[src/rtl/halt_dump_ctrl_pkg.sv]
// Shared definitions for the run/halt/dump sequencer: FSM states, default
// parameter values and the index-width helper.
package halt_dump_ctrl_pkg;

  typedef enum logic [2:0] {
    ST_RUN   = 3'd0,
    ST_DRAIN = 3'd1,
    ST_READ  = 3'd2,
    ST_SEND  = 3'd3,
    ST_DONE  = 3'd4
  } state_e;

  localparam logic [31:0] END_PC_DEF       = 32'd124;
  localparam logic [31:0] DUMP_BASE_DEF    = 32'd32;
  localparam int          DUMP_WORDS_DEF   = 96;
  localparam int          DRAIN_CYCLES_DEF = 2;

  // Counter width able to hold 0..n-1, never narrower than one bit.
  function automatic int idx_w(input int n);
    return (n <= 1) ? 1 : $clog2(n);
  endfunction

endpackage

[src/rtl/halt_dump_ctrl_dmem_port_mux.sv]
// Data-memory port select: pipeline M-stage pass-through while running,
// read-only dump addressing once the sequencer owns the port.
module dmem_port_mux (
  input  logic        dump_sel_i,
  input  logic [31:0] pipe_addr_i,
  input  logic        pipe_we_i,
  input  logic [31:0] pipe_wd_i,
  input  logic [31:0] dump_addr_i,
  output logic [31:0] mem_addr_o,
  output logic        mem_we_o,
  output logic [31:0] mem_wd_o
);

  // Pipeline stores are dropped while dumping so the captured RAM stays frozen.
  always_comb begin
    mem_addr_o = pipe_addr_i;
    mem_we_o   = pipe_we_i;
    mem_wd_o   = pipe_wd_i;
    if (dump_sel_i) begin
      mem_addr_o = dump_addr_i;
      mem_we_o   = 1'b0;
      mem_wd_o   = 32'd0;
    end
  end

endmodule

[src/rtl/halt_dump_ctrl.sv]
// Run/halt sequencer: halts the front end at END_PC, drains stores, then
// streams a RAM window out over valid/ready for result checking.
module halt_dump_ctrl
  import halt_dump_ctrl_pkg::*;
#(
  parameter logic [31:0] END_PC       = END_PC_DEF,
  parameter logic [31:0] DUMP_BASE    = DUMP_BASE_DEF,
  parameter int          DUMP_WORDS   = DUMP_WORDS_DEF,
  parameter int          DRAIN_CYCLES = DRAIN_CYCLES_DEF,
  localparam int         IDX_W        = idx_w(DUMP_WORDS)
) (
  input  logic             clk,
  input  logic             reset,
  input  logic [31:0]      pc,
  input  logic             memwritem,
  input  logic [31:0]      aluoutm,
  input  logic [31:0]      writedatam,
  output logic [31:0]      readdatam,
  output logic [31:0]      mem_addr,
  output logic             mem_we,
  output logic [31:0]      mem_wd,
  input  logic [31:0]      mem_rd,
  output logic             halt,
  output logic             dump_valid,
  input  logic             dump_ready,
  output logic [IDX_W-1:0] dump_index,
  output logic [31:0]      dump_data,
  output logic             done
);

  localparam int               CNT_W      = idx_w(DRAIN_CYCLES);
  localparam logic [CNT_W-1:0] DRAIN_LAST = CNT_W'(DRAIN_CYCLES - 1);
  localparam logic [IDX_W-1:0] IDX_LAST   = IDX_W'(DUMP_WORDS - 1);

  state_e             state_q, state_d;
  logic               halt_q, halt_d;
  logic               valid_q, valid_d;
  logic               done_q, done_d;
  logic [IDX_W-1:0]   idx_q, idx_d;
  logic [31:0]        data_q, data_d;
  logic [CNT_W-1:0]   cnt_q, cnt_d;
  logic               dump_sel;
  logic [31:0]        dump_addr;

  always_ff @(posedge clk or posedge reset) begin
    if (reset) begin
      state_q <= ST_RUN;
      halt_q  <= 1'b0;
      valid_q <= 1'b0;
      done_q  <= 1'b0;
      idx_q   <= '0;
      data_q  <= 32'd0;
      cnt_q   <= '0;
    end else begin
      state_q <= state_d;
      halt_q  <= halt_d;
      valid_q <= valid_d;
      done_q  <= done_d;
      idx_q   <= idx_d;
      data_q  <= data_d;
      cnt_q   <= cnt_d;
    end
  end

  always_comb begin
    state_d = state_q;
    halt_d  = halt_q;
    valid_d = valid_q;
    done_d  = done_q;
    idx_d   = idx_q;
    data_d  = data_q;
    cnt_d   = cnt_q;
    case (state_q)
      ST_RUN: begin
        if (pc >= END_PC) begin
          state_d = ST_DRAIN;
          halt_d  = 1'b1;
          cnt_d   = '0;
        end
      end
      ST_DRAIN: begin
        if (cnt_q == DRAIN_LAST) state_d = ST_READ;
        else                     cnt_d   = cnt_q + 1'b1;
      end
      ST_READ: begin
        data_d  = mem_rd;
        valid_d = 1'b1;
        state_d = ST_SEND;
      end
      ST_SEND: begin
        // Word, index and valid hold until the consumer takes the word.
        if (dump_ready) begin
          valid_d = 1'b0;
          if (idx_q == IDX_LAST) begin
            done_d  = 1'b1;
            state_d = ST_DONE;
          end else begin
            idx_d   = idx_q + 1'b1;
            state_d = ST_READ;
          end
        end
      end
      ST_DONE: ;
      default: state_d = ST_RUN;
    endcase
  end

  assign dump_sel  = (state_q == ST_READ) || (state_q == ST_SEND) || (state_q == ST_DONE);
  assign dump_addr = (DUMP_BASE + 32'(idx_q)) << 2;

  dmem_port_mux u_mux (
    .dump_sel_i  (dump_sel),
    .pipe_addr_i (aluoutm),
    .pipe_we_i   (memwritem),
    .pipe_wd_i   (writedatam),
    .dump_addr_i (dump_addr),
    .mem_addr_o  (mem_addr),
    .mem_we_o    (mem_we),
    .mem_wd_o    (mem_wd)
  );

  assign readdatam  = mem_rd;
  assign halt       = halt_q;
  assign dump_valid = valid_q;
  assign dump_index = idx_q;
  assign dump_data  = data_q;
  assign done       = done_q;

endmodule

[config.mk]
export PLATFORM = sky130hd
export DESIGN_NAME = halt_dump_ctrl
export DESIGN_NICKNAME = d
export VERILOG_FILES = /design/src/rtl/halt_dump_ctrl_pkg.sv /design/src/rtl/halt_dump_ctrl_dmem_port_mux.sv /design/src/rtl/halt_dump_ctrl.sv
export SDC_FILE = /design/constraint.sdc
export NUM_CORES = 1
export LEC_CHECK = 0
export CELL_PAD_IN_SITES_DETAIL_PLACEMENT = 1
export CELL_PAD_IN_SITES_GLOBAL_PLACEMENT = 1
export CORE_MARGIN = 3
export CORE_UTILIZATION = 22
export DETAILED_ROUTE_END_ITERATION = 10
export PLACE_DENSITY = 0.94
export SYNTH_ARGS = -nofsm -noshare
export SYNTH_HDL_FRONTEND = slang
export SYNTH_SLANG_ARGS = --single-unit
[constraint.sdc]
create_clock -name clk -period 3.4 [get_ports clk]
set_clock_uncertainty 0.2 [all_clocks]
set_input_delay 0.34 -clock clk [delete_from_list [all_inputs] [get_ports clk]]
set_output_delay 0.34 -clock clk [all_outputs]
set_load 0.02 [all_outputs]
### Yosys cells after proc, flatten, opt, wreduce, memory -nomap -nowiden

Index checks and enable logic that the tools add are counted.

| word-level totals | value |
|---|---|
| flip-flop bits (word level) | 46 |
| word-level logic and storage cells | 45 |

| cells by class | value |
|---|---|
| $add $sub $neg | 3 |
| order comparisons | 1 |
| eq/ne operators | 8 |
| multiplexer cells | 13 |
| bitwise logic cells | 2 |
| reductions and logical operators | 11 |

Operators by type and width:

| kind | count |
|---|---|
| $mux 32 | 2 |
| $ge 32x7->1 const B | 1 |
| $pmux 3 s5 | 1 |
| $mux 3 | 4 |
| $add 6x7->8 const A | 1 |
| $add 7x1->7 const B | 1 |
| $eq 7x7->1 const B | 1 |
| $eq 3x2->1 const B | 2 |
| $ne 2x2->1 const B | 3 |
| $reduce_and 2->1 | 3 |
| $reduce_and 3->1 | 2 |
| $mux 1 | 4 |
| $pmux 1 s2 | 2 |
| $reduce_and 4->1 | 1 |
| $reduce_bool 2->1 | 2 |
| $eq 3x1->1 const B | 1 |
| $eq 3x3->1 const B | 1 |
| $logic_not 3->1 | 1 |
| $logic_or 1x1->1 | 2 |
| $not 1->1 | 2 |
| $add 1x1->1 const B | 1 |

### Longest topological paths before layout

| logic depth | value |
|---|---|
| depth in word-level cells | 4 |
| mapped depth | 6 |
| depth with buffers taken out | 5 |

### Hierarchy

A second synthesis with hierarchy kept.

| unflattened totals | value |
|---|---|
| cells, all modules | 245 |
| area, all modules | 2889.0 µm² |

By module, submodules not included:

| module | times used | cells an instance | area each (µm²) |
|---|---|---|---|
| halt_dump_ctrl | 1 | 173 | 2204.6 |
| dmem_port_mux | 1 | 72 | 684.4 |

### Least setup slack after synthesis

OpenSTA, ideal clock, no wires.

| path | value |
|---|---|
| path type | reg2out |
| from | register state_q[1] |
| to | output mem_addr[7] |
| arrival | 1420 ps |
| required time | 2860 ps |
| slack | 1440 ps |
| cell stages (with the launch flop) | 6 |
| path buffers | 2 |
| path through | dfrtp_1 -> buf_4 -> nor2_1 -> a21oi_2 -> clkbuf_1 -> o21ai_0 |

| between the ends | value |
|---|---|
| cells in the longest elaborated chain, start to end | 4 |
| elaborated cells on any way between the ends | 6 |
| classes of those cells | eq/ne (3); mux (1); reduce/logical (2) |

RTL lines:

| item | line | text |
|---|---|---|
| start: declaration | halt_dump_ctrl.sv:35 | `state_e state_q, state_d;` |
| start signal: assignment | halt_dump_ctrl.sv:55 | `state_q <= state_d;` |
| $eq 3x2->1 | halt_dump_ctrl.sv:108 | `assign dump_sel = (state_q == ST_READ) \|\| (state_q == ST_SEND) \|\| (state_q == ST_DONE);` |
| $logic_or 1x1->1 | halt_dump_ctrl.sv:108 |  |
| $logic_or 1x1->1 * | halt_dump_ctrl.sv:108 |  |
| $mux 32 * | halt_dump_ctrl_dmem_port_mux.sv:19 | `if (dump_sel_i) begin` |
| end: declaration | halt_dump_ctrl.sv:19 | `output logic [31:0] mem_addr,` |

Mark *: on every way between the ends. The rest lies on a longest branch, timed or not.

### Worst setup path after layout

| path | value |
|---|---|
| from | register state_q[0] |
| to | output mem_we |

| between the ends | value |
|---|---|
| cells in the longest elaborated chain, start to end | 4 |
| elaborated cells on any way between the ends | 6 |
| classes of those cells | eq/ne (3); mux (1); reduce/logical (2) |

RTL lines:

| item | line | text |
|---|---|---|
| $eq 3x2->1 | halt_dump_ctrl.sv:108 |  |
| $logic_or 1x1->1 | halt_dump_ctrl.sv:108 |  |
| $logic_or 1x1->1 * | halt_dump_ctrl.sv:108 |  |
| $mux 1 * | halt_dump_ctrl_dmem_port_mux.sv:19 |  |
| end: declaration | halt_dump_ctrl.sv:20 | `output logic mem_we,` |

Marks and branches as above.

==> results.py <==
metrics = {
    "run_status": {
        "status": "complete, no violations",
    },
    "setup_path": {
        "cp.arrival_ps": 2530,
        "crit_path_max_fanout": 24,
        "crit_path_start_kind": "flop",
        "endpoint_kind": "output port",
        "crit_type": "reg2out",
        "required_ps": 2860,
    },
    "sta": {
        "max_freq_ghz": 0.325,
        "worst_pin_slew_ps": 974,
        "setup_viol": 0,
        "finalSetupTns_ps": 0,
        "fin_crit_sh_pct": 90.4,
        "finalWorstSetupSlack_ps": 326,
        "timing.hold.ws_ps": 286,
        "rsz0062_at_grt": "no",
        "min_period_ps": 3070,
        "hold_violations": 0,
        "relSlewSlack_pct": 35.0,
        "maxSlewViolCount": 0,
    },
    "final_layout": {
        "stdcell_area_um2": 5550,
        "nNetsFinal": 614,
        "drive_gt1_share_pct": 12.5,
        "fin_util_pct": 45.3,
        "fillers": 1331,
        "insertedDiodeCount": 0,
        "syn_to_final_growth_pct": 97.6,
    },
    "clock_network": {
        "clock-root-buffer": "clkbuf_16",
        "hold_buffers": 0,
        "clkLatencyLatePin_ps": 280,
        "clock_sinks": 46,
        "cts-resized-gates": 0,
        "cts_tree": "yes",
        "htree_num_levels": 2,
        "postCtsSetupBuffers": 0,
        "clk_pin_slew_ps": 70,
        "clockBufferDepth": 2,
        "numCtsBuffers": 5,
    },
    "drt": {
        "routedWlPerCell_um": 16.9,
        "drtAntennaViolNets": 0,
        "avgViaCountPerCell": 4.16,
        "drt-initial-drc-count": 75,
        "dr_total_vias": 2702,
        "routed_wl_um": 11000,
        "route.detailed.drc": 0,
        "firstDrtPassIters": 4,
    },
    "hold_path": {
        "hp-class": "reg2reg",
    },
    "yosys": {
        "synth_flop_cell": "dfrtp_1",
        "syn-cell-area_um2": 2810,
        "syn_inst": 245,
        "syn_area_per_cell_um2": 11.5,
        "ys_warn_count": 0,
        "synth_nets": 379,
        "synth_cell_types": 36,
        "ys_seq_elements": 46,
        "async_flop_share_pct": 100,
        "yosysSeqAreaShare_pct": 40.9,
        "synth_edf_count": 0,
    },
    "placed_design": {
        "gp_congestion": 0.804,
        "place_hpwl_um": 9090,
        "portBuffers": 268,
        "preCtsSetupSlack_ps": 465,
        "postPlaceCellArea_um2": 5380,
    },
    "floorplan": {
        "start_util_pct": 22.9,
        "die-area_um2": 14200,
        "top_level_ports": 271,
        "row_count": 40,
        "die_w_um": 119,
        "die_h_um": 119,
        "coreArea_um2": 12300,
    },
    "global_route": {
        "grt_overflow": 0,
        "antenna_found_initial": 0,
        "grtUsageTotal_pct": 14.6,
        "grt_max_degree": 47,
        "grt_pass1_wl_um": 16600,
        "grt_pass1_vias": 3016,
    },
    "power": {
        "p_leak_nw": 2.26,
        "peakVddDrop_mv": 0.172,
        "power_density_nw_per_um2": 399,
    },
    "run": {
        "drv_cap": 0,
    },
}
==> sequential cells by signal, indices dropped and copies added, names as in the netlist <==
register    flops
halt            1
dump_index      7
dump_valid      1
state_q         3
dump_data      32
cnt_q           1
done            1
==> placed cells by master, fill, tap and decap left out, types with 2 or more instances in the layout <==
cell type / count
and2_1: 57
clkdlybuf4s50_1: 268
clkbuf_16: 5
nand2_1: 6
mux2_4: 29
mux2_2: 12
nor2b_4: 2
dfrtp_1: 46
o21bai_1: 2
nand4_1: 3
buf_4: 4
clkinv_2: 2
ha_1: 2
xnor2_1: 2
nor2_1: 7
nor3_1: 3
nand3_1: 3
o21ai_0: 2
xor2_1: 4
nor4_1: 5
==> per-layer routing <==
layer	global-route usage, %	vias to the layer above	part of all wire (%)
met4	4.06	0	2.0
met5	0	-	0
met2	27.6	166	54
li1	-	1253	-
met3	5.08	16	8.9
met1	15.2	1267	35
==> power breakdown <==
part | internal (mW) | switching, mW
logic | 0.533 | 0.387
registers | 0.643 | 0.0990
clock network | 0.344 | 0.210
total | 1.52 | 0.696
==> metrics by stage <==
stage          instances  total power, mW
2_1_floorplan        245             1.18
3_3_place_gp         640             1.65
3_5_place_dp         640             1.68
4_1_cts              648             2.25
5_1_grt              649             2.33
6_report             649             2.22
==> Yosys cell counts, types with 2 or more instances <==
master | n | share of area, %
nand3_1 | 3 | 0.53
buf_4 | 35 | 9.3
nor4_1 | 5 | 1.1
o21ai_0 | 2 | 0.36
mux2_2 | 12 | 4.8
clkbuf_1 | 2 | 0.27
dfrtp_1 | 46 | 41
xnor2_1 | 2 | 0.62
mux2_4 | 29 | 15
ha_1 | 2 | 0.89
nand4_1 | 3 | 0.67
xor2_1 | 4 | 1.2
nor2b_4 | 2 | 0.98
nor3_1 | 3 | 0.53
and2_1 | 57 | 13
nor2_1 | 7 | 0.93
o21bai_1 | 2 | 0.53
clkbuf_2 | 4 | 0.71
buf_12 | 3 | 2.1
nand2_1 | 6 | 0.80
==> worst max-delay path, stage by stage (launching register included) <==
cell and delay [ps]:
dfrtp_1 540, nor2_1 200, a21oi_4 430, buf_4 310
and2_1 160, clkdlybuf4s50_1 620
==> worst paths after layout <==
| check | from | to | slack [ps] | cells past startpoint |
|---|---|---|---|---|
| max | state_q[0] | mem_we | 330 | 5 |
| min | dump_valid | dump_valid | 290 | 1 |
| max reg2reg | state_q[2] | dump_data[16] | 920 | 4 |
| min reg2reg | dump_valid | dump_valid | 290 | 1 |
| max in group asynchronous | reset | dump_data[28] | 1980 | 2 |
| min in group asynchronous | reset | dump_data[12] | 420 | 2 |
==> logic make-up (layout without fill, tap and decap cells) <==
kind of cell	after synthesis	in the layout	synth area share, %
AND/OR/NAND/NOR	92	92	19.9
buffers and inverters	46	281	13.0
flip-flops	46	46	40.9
AO/OA/AOI/OAI	12	13	3.12
multiplexers	41	41	20.3
XOR/XNOR	6	6	1.87
adder cells (fa/ha/maj)	2	2	0.890
==> area by class of cell <==
| cell class | instances | area (um2) | area share (%) |
|---|---|---|---|
| Timing Repair Buffer | 272 | 2710 | 48.8 |
| Tap cell | 168 | 210 | 3.78 |
| Multi-Input combinational cell | 154 | 1310 | 23.6 |
| Clock buffer | 5 | 125 | 2.25 |
| Inverter | 1 | 3.75 | 0.0676 |
| Sequential cell | 46 | 1150 | 20.7 |
| Clock inverter | 3 | 40.0 | 0.721 |
Power figures use the tool's default switching activity.
==> edit 1, RTL diff (same flow settings) <==
Change the package constant `DRAIN_CYCLES_DEF` from 2 to 1.
--- a/src/rtl/halt_dump_ctrl_pkg.sv
+++ b/src/rtl/halt_dump_ctrl_pkg.sv
@@ -13,7 +13,7 @@
   localparam logic [31:0] END_PC_DEF       = 32'd124;
   localparam logic [31:0] DUMP_BASE_DEF    = 32'd32;
   localparam int          DUMP_WORDS_DEF   = 96;
-  localparam int          DRAIN_CYCLES_DEF = 2;
+  localparam int          DRAIN_CYCLES_DEF = 1;
 
   // Counter width able to hold 0..n-1, never narrower than one bit.
   function automatic int idx_w(input int n);
Function: changed (Yosys sat finds a counterexample within 4 cycles, from zero or initial values and one cycle with reset high).
==> edit 1 against the unedited design <==
Hold slack lost 0.019 ns. Power grew 10%. Worst setup slack gained 0.082 ns. Sequential cell count shrank 1. Final area shrank 0.74%. Final cell count shrank 1.4%. Area after synthesis shrank 1.2%. Routed wire length shrank 2.7%. Via count shrank 0.30%. Synthesized cell count shrank 2.9%. Global-route usage grew 0.22 points. Critical path type unchanged.
==> edit 1: results (changes against the unedited design) <==
The maximum vdd ir drop is 0.0002357 V (was 0.0001715 V), and the worst setup timing slack at the placement stage is 0.6975 ns (was 0.4653 ns). The transition time of the tightest slew-check pin works out to 0.9500 ns (was 0.9740 ns). The maximum buffer depth of the clock tree came out at 2 (unchanged). The flow ran to the end, and the final reports show no timing, DRC or antenna violations. The mux cell area share after synthesis was 20.50% (was 20.29%). The via-per-instance ratio is 4.209 (was 4.163), and the fraction of the yosys area taken by sequential cells is 40.56% (was 40.94%). The share of final-layout standard cells stronger than drive strength 1 works out to 11.65% (was 12.47%).

The tools report the DRC violation total after the first TritonRoute iteration as 108 (was 75). The H-tree level count was 2 (unchanged). The maximum net fanout on the critical path works out to 65 (was 24).

The post-synthesis cell count was 238 (was 245); the routability congestion estimate was 0.7827 (was 0.8040). The leakage component of the power was 2.235 nW (was 2.259 nW); the global-route usage over all layers was 14.85% (was 14.63%). The cell internal power dissipation was 1.645 mW (was 1.520 mW); the synthesized-area fraction occupied by ao, oa, aoi and oai cells was 4.101% (was 3.115%). Final-layout fill cell count: 1,306 (was 1,331). Worst hold endpoint: done (was dump_valid). The unique cell type count in the Yosys netlist was 34 (was 36); the post-synthesis share of cell area spent on xor and xnor gates was 1.893% (was 1.869%).

The delay contributed by the slowest stage of the critical path was 0.54 ns (was 0.62 ns); the first-pass GRT wire length was 16.79 mm (was 16.64 mm). The tools report the total iterations of the first detailed-routing run as 3 (was 4). Maximum number of pins on one net before global-route repair: 66 (was 47). The tools report the endpoint of the worst-slack reg-to-reg timing path as dump_data[2] (was dump_data[16]). Most instantiated cells after synthesis: and2_1 (58), dfrtp_1 (45), buf_4 (33) (was and2_1 (57), dfrtp_1 (46), buf_4 (35)). Routed via count: 2,694 (was 2,702). Fraction of the mapped netlist area in adder cells: 0.9013% (was 0.8901%). The run gives 8.959 mm (was 9.088 mm) as the detailed placer's ending HPWL.

The run gives 1.28 ns (was 0.92 ns) as the register-to-register path setup slack. For the number of global-route vias before repair, the log shows 3,158 (was 3,016). For the number of cells after detailed placement, the log shows 632 (was 640). The routed wire length per instance was 16.67 µm (was 16.89 µm). Biggest area contributors in the synthesized netlist: dfrtp_1 (41%), mux2_4 (16%), and2_1 (13%) (was dfrtp_1 (41%), mux2_4 (15%), and2_1 (13%)).
-- edit 1: metrics by stage --
stage / utilization (%) / hold WS, ns / cell area [µm²]
CTS: 45.33 / 0.2789 / 5513
floorplan: - / 0.2881 / 2776
global route: 45.33 / 0.3029 / 5513
finish: 45.33 / 0.2668 / 5513
detailed placement: 43.92 / 0.2593 / 5341
global placement: 43.92 / 0.2565 / 5341
-- edit 1: cells by family after synthesis --
group,after synthesis
AO/OA/AOI/OAI,15
XOR/XNOR,6
adder cells (fa/ha/maj),2
buffers and inverters,46
flip-flops,45
multiplexers,41
AND/OR/NAND/NOR,83
-- edit 1: per-layer routing --
metal,up-vias,global-route usage [%],wire [µm]
met4,0,5.055,281
met3,20,5.120,926
met1,1263,14.22,3652
li1,1247,-,-
met2,164,29.08,5807
met5,-,0,0
-- edit 1: power by group through the flow --
stage,clock [mW],sequential [mW],combinational (mW)
after floorplan,0,0.918,0.405
after global placement,0,0.779,1.07
after detailed placement,0,0.790,1.10
after CTS,0.584,0.783,1.11
after global routing,0.607,0.807,1.16
final,0.563,0.781,1.09
-- edit 1: cell type report --
type	instances	area share, %
well taps	168	3.813
inverters	2	0.1362
clock inverters	3	0.8398
repair buffers	270	48.93
multi-input cells	147	23.58
clock buffers	5	2.270
flip-flops and latches	45	20.43
-- edit 1: worst max path at each step --
stage | startpoint | to | slack [ns] | depth (start not counted)
detailed placement | state_q[0] | mem_addr[9] | 0.70 | 5
floorplan | state_q[1] | mem_addr[7] | 1.54 | 4
global route | state_q[0] | mem_addr[2] | 0.25 | 5
global placement | state_q[0] | mem_addr[8] | 0.79 | 5
finish | state_q[0] | mem_addr[2] | 0.41 | 5
CTS | state_q[0] | mem_addr[8] | 0.37 | 5
==> edit 2, RTL diff (same flow settings) <==
Made on the original files. Take the reset off `data_q` and load it in a clocked block of its own.
--- a/src/rtl/halt_dump_ctrl.sv
+++ b/src/rtl/halt_dump_ctrl.sv
@@ -49,7 +49,6 @@
       valid_q <= 1'b0;
       done_q  <= 1'b0;
       idx_q   <= '0;
-      data_q  <= 32'd0;
       cnt_q   <= '0;
     end else begin
       state_q <= state_d;
@@ -57,9 +56,12 @@
       valid_q <= valid_d;
       done_q  <= done_d;
       idx_q   <= idx_d;
-      data_q  <= data_d;
       cnt_q   <= cnt_d;
     end
+  end
+
+  always_ff @(posedge clk) begin
+    data_q <= data_d;
   end
 
   always_comb begin
Formal check against the unedited RTL: differs if reset is asserted again (counterexample within 10 cycles, from zero or initial values and one cycle with reset high); with reset held inactive, the same outputs for 10 cycles.
==> edit 2 against the unedited design <==
Final area down 5.7%. Sequential cell count unchanged. Routed wire length down 3.3%. Power down 5.7%. Hold slack worse by 0.073 ns. Die area down 11%. Area after synthesis down 11%. Worst setup slack better by 0.035 ns. Critical endpoint is now mem_addr[9].
==> edit 2: results (changes against the unedited design) <==
The depth of the worst register-to-register path was 2 (was 4); the register-to-register path setup slack was 1.40 ns (was 0.92 ns). The routed wire length per instance is 18.25 µm (was 16.89 µm), and the unique cell type count in the Yosys netlist is 39 (was 36). The number of global-route vias before repair is 2,842 (was 3,016). Biggest area contributors in the synthesized netlist: edfxtp_1 (38%), and2_1 (14%), dfrtp_1 (14%) (was dfrtp_1 (41%), mux2_4 (15%), and2_1 (13%)).

The fraction of the yosys area taken by sequential cells came out at 52.51% (was 40.94%). Delay contributed by the slowest stage of the critical path: 0.54 ns (was 0.62 ns). The mux cell area share after synthesis came out at 5.561% (was 20.29%). The met2 track demand over resource in global routing was 32.19% (was 27.62%); the synthesized-area fraction occupied by ao, oa, aoi and oai cells was 4.359% (was 3.115%).

The tools report the endpoint of the worst-slack reg-to-reg timing path as dump_data[5] (was dump_data[16]). Most instantiated cells after synthesis: and2_1 (57), buf_4 (32), edfxtp_1 (32) (was and2_1 (57), dfrtp_1 (46), buf_4 (35)). The DRC violation total after the first TritonRoute iteration was 67 (was 75); the maximum net fanout on the critical path was 66 (was 24). The arrival time at the worst endpoint was 2.50 ns (was 2.53 ns); the clock input transition at the sequential cells of the worst setup and hold paths was 0.06 ns. Worst setup path startpoint: state_q[1] (was state_q[0]). The minimum hold slack was 0.2124 ns (was 0.2858 ns). The flow ran to the end, and the final reports show no timing, DRC or antenna violations. The switching component of the power was 0.5870 mW (was 0.6958 mW); the worst setup timing slack at the placement stage was 0.6508 ns (was 0.4653 ns). Worst slew margin relative to its limit: 36.14% (was 34.97%). The post-route met1 wirelength is 3.242 mm (was 3.873 mm). Number of buffers created by CTS: 5 (unchanged).

Main combinational cell family by area after synthesis: simple AND/OR/NAND/NOR gates (was multiplexers). The run gives 15.85 mm (was 16.64 mm) as the first-pass GRT wire length. The tools report the post-CTS setup buffer count as 0 (unchanged). The most used flip-flop cell after synthesis was edfxtp_1 (was dfrtp_1). The number of enable flip-flop cells after synthesis was 32 (was 0); the global-route usage over all layers was 16.20% (was 14.63%). The net count after synthesis was 339 (was 379). The detailed placer's ending HPWL came out at 9.156 mm (was 9.088 mm). Highest clock frequency the design can meet: 0.3290 GHz (was 0.3253 GHz).

The sum of routed wire length over all layers came out at 10.61 mm (was 10.96 mm). Capture point of the critical path: mem_addr[9] (was mem_we). Met3 capacity usage during global routing: 6.954% (was 5.081%).

The post-synthesis cell count came out at 205 (was 245). Cell with the largest stage delay on the worst path: dfrtp_1 (was clkdlybuf4s50_1). The met3 layer wire length in the routed design is 1.183 mm (was 977 µm), and the share of final-layout standard cells stronger than drive strength 1 is 5.215% (was 12.47%).

The maximum vdd ir drop is 0.0002968 V (was 0.0001715 V). Path category of the worst min-delay check: primary input to asynchronous set/reset pin (was flop to flop). Fraction of the mapped netlist area in adder cells: 1.002% (was 0.8901%). The run gives 14.51% (was 15.18%) as the global-route track usage on met1.
-- edit 2: cell types whose count changed in the layout (fill, tap and decap cells not counted), moves of 3 or more --
| cell | before | now |
|---|---|---|
| dfrtp_1 | 46 | 14 |
| edfxtp_1 | 0 | 32 |
| mux2_4 | 29 | 7 |
| mux2_2 | 12 | 2 |
| nor2_1 | 7 | 3 |
| buf_4 | 4 | 1 |
| xnor2_1 | 2 | 5 |
| xor2_1 | 4 | 1 |
-- edit 2: layout make-up --
class	count	area, µm²
repair buffers	269	2690
inverters	2	7.507
clock buffers	5	125.1
multi-input cells	116	867.1
clock inverters	3	63.81
flip-flops and latches	46	1311
well taps	140	175.2
fillers	1133	5743
-- edit 2: power groups by stage --
stage	Combinational, mW	Clock (mW)	Sequential, mW
6_report	0.714	0.632	0.743
5_1_grt	0.757	0.670	0.757
4_1_cts	0.724	0.649	0.745
3_5_place_dp	0.722	0	0.757
3_3_place_gp	0.703	0	0.751
2_1_floorplan	0.253	0	0.806
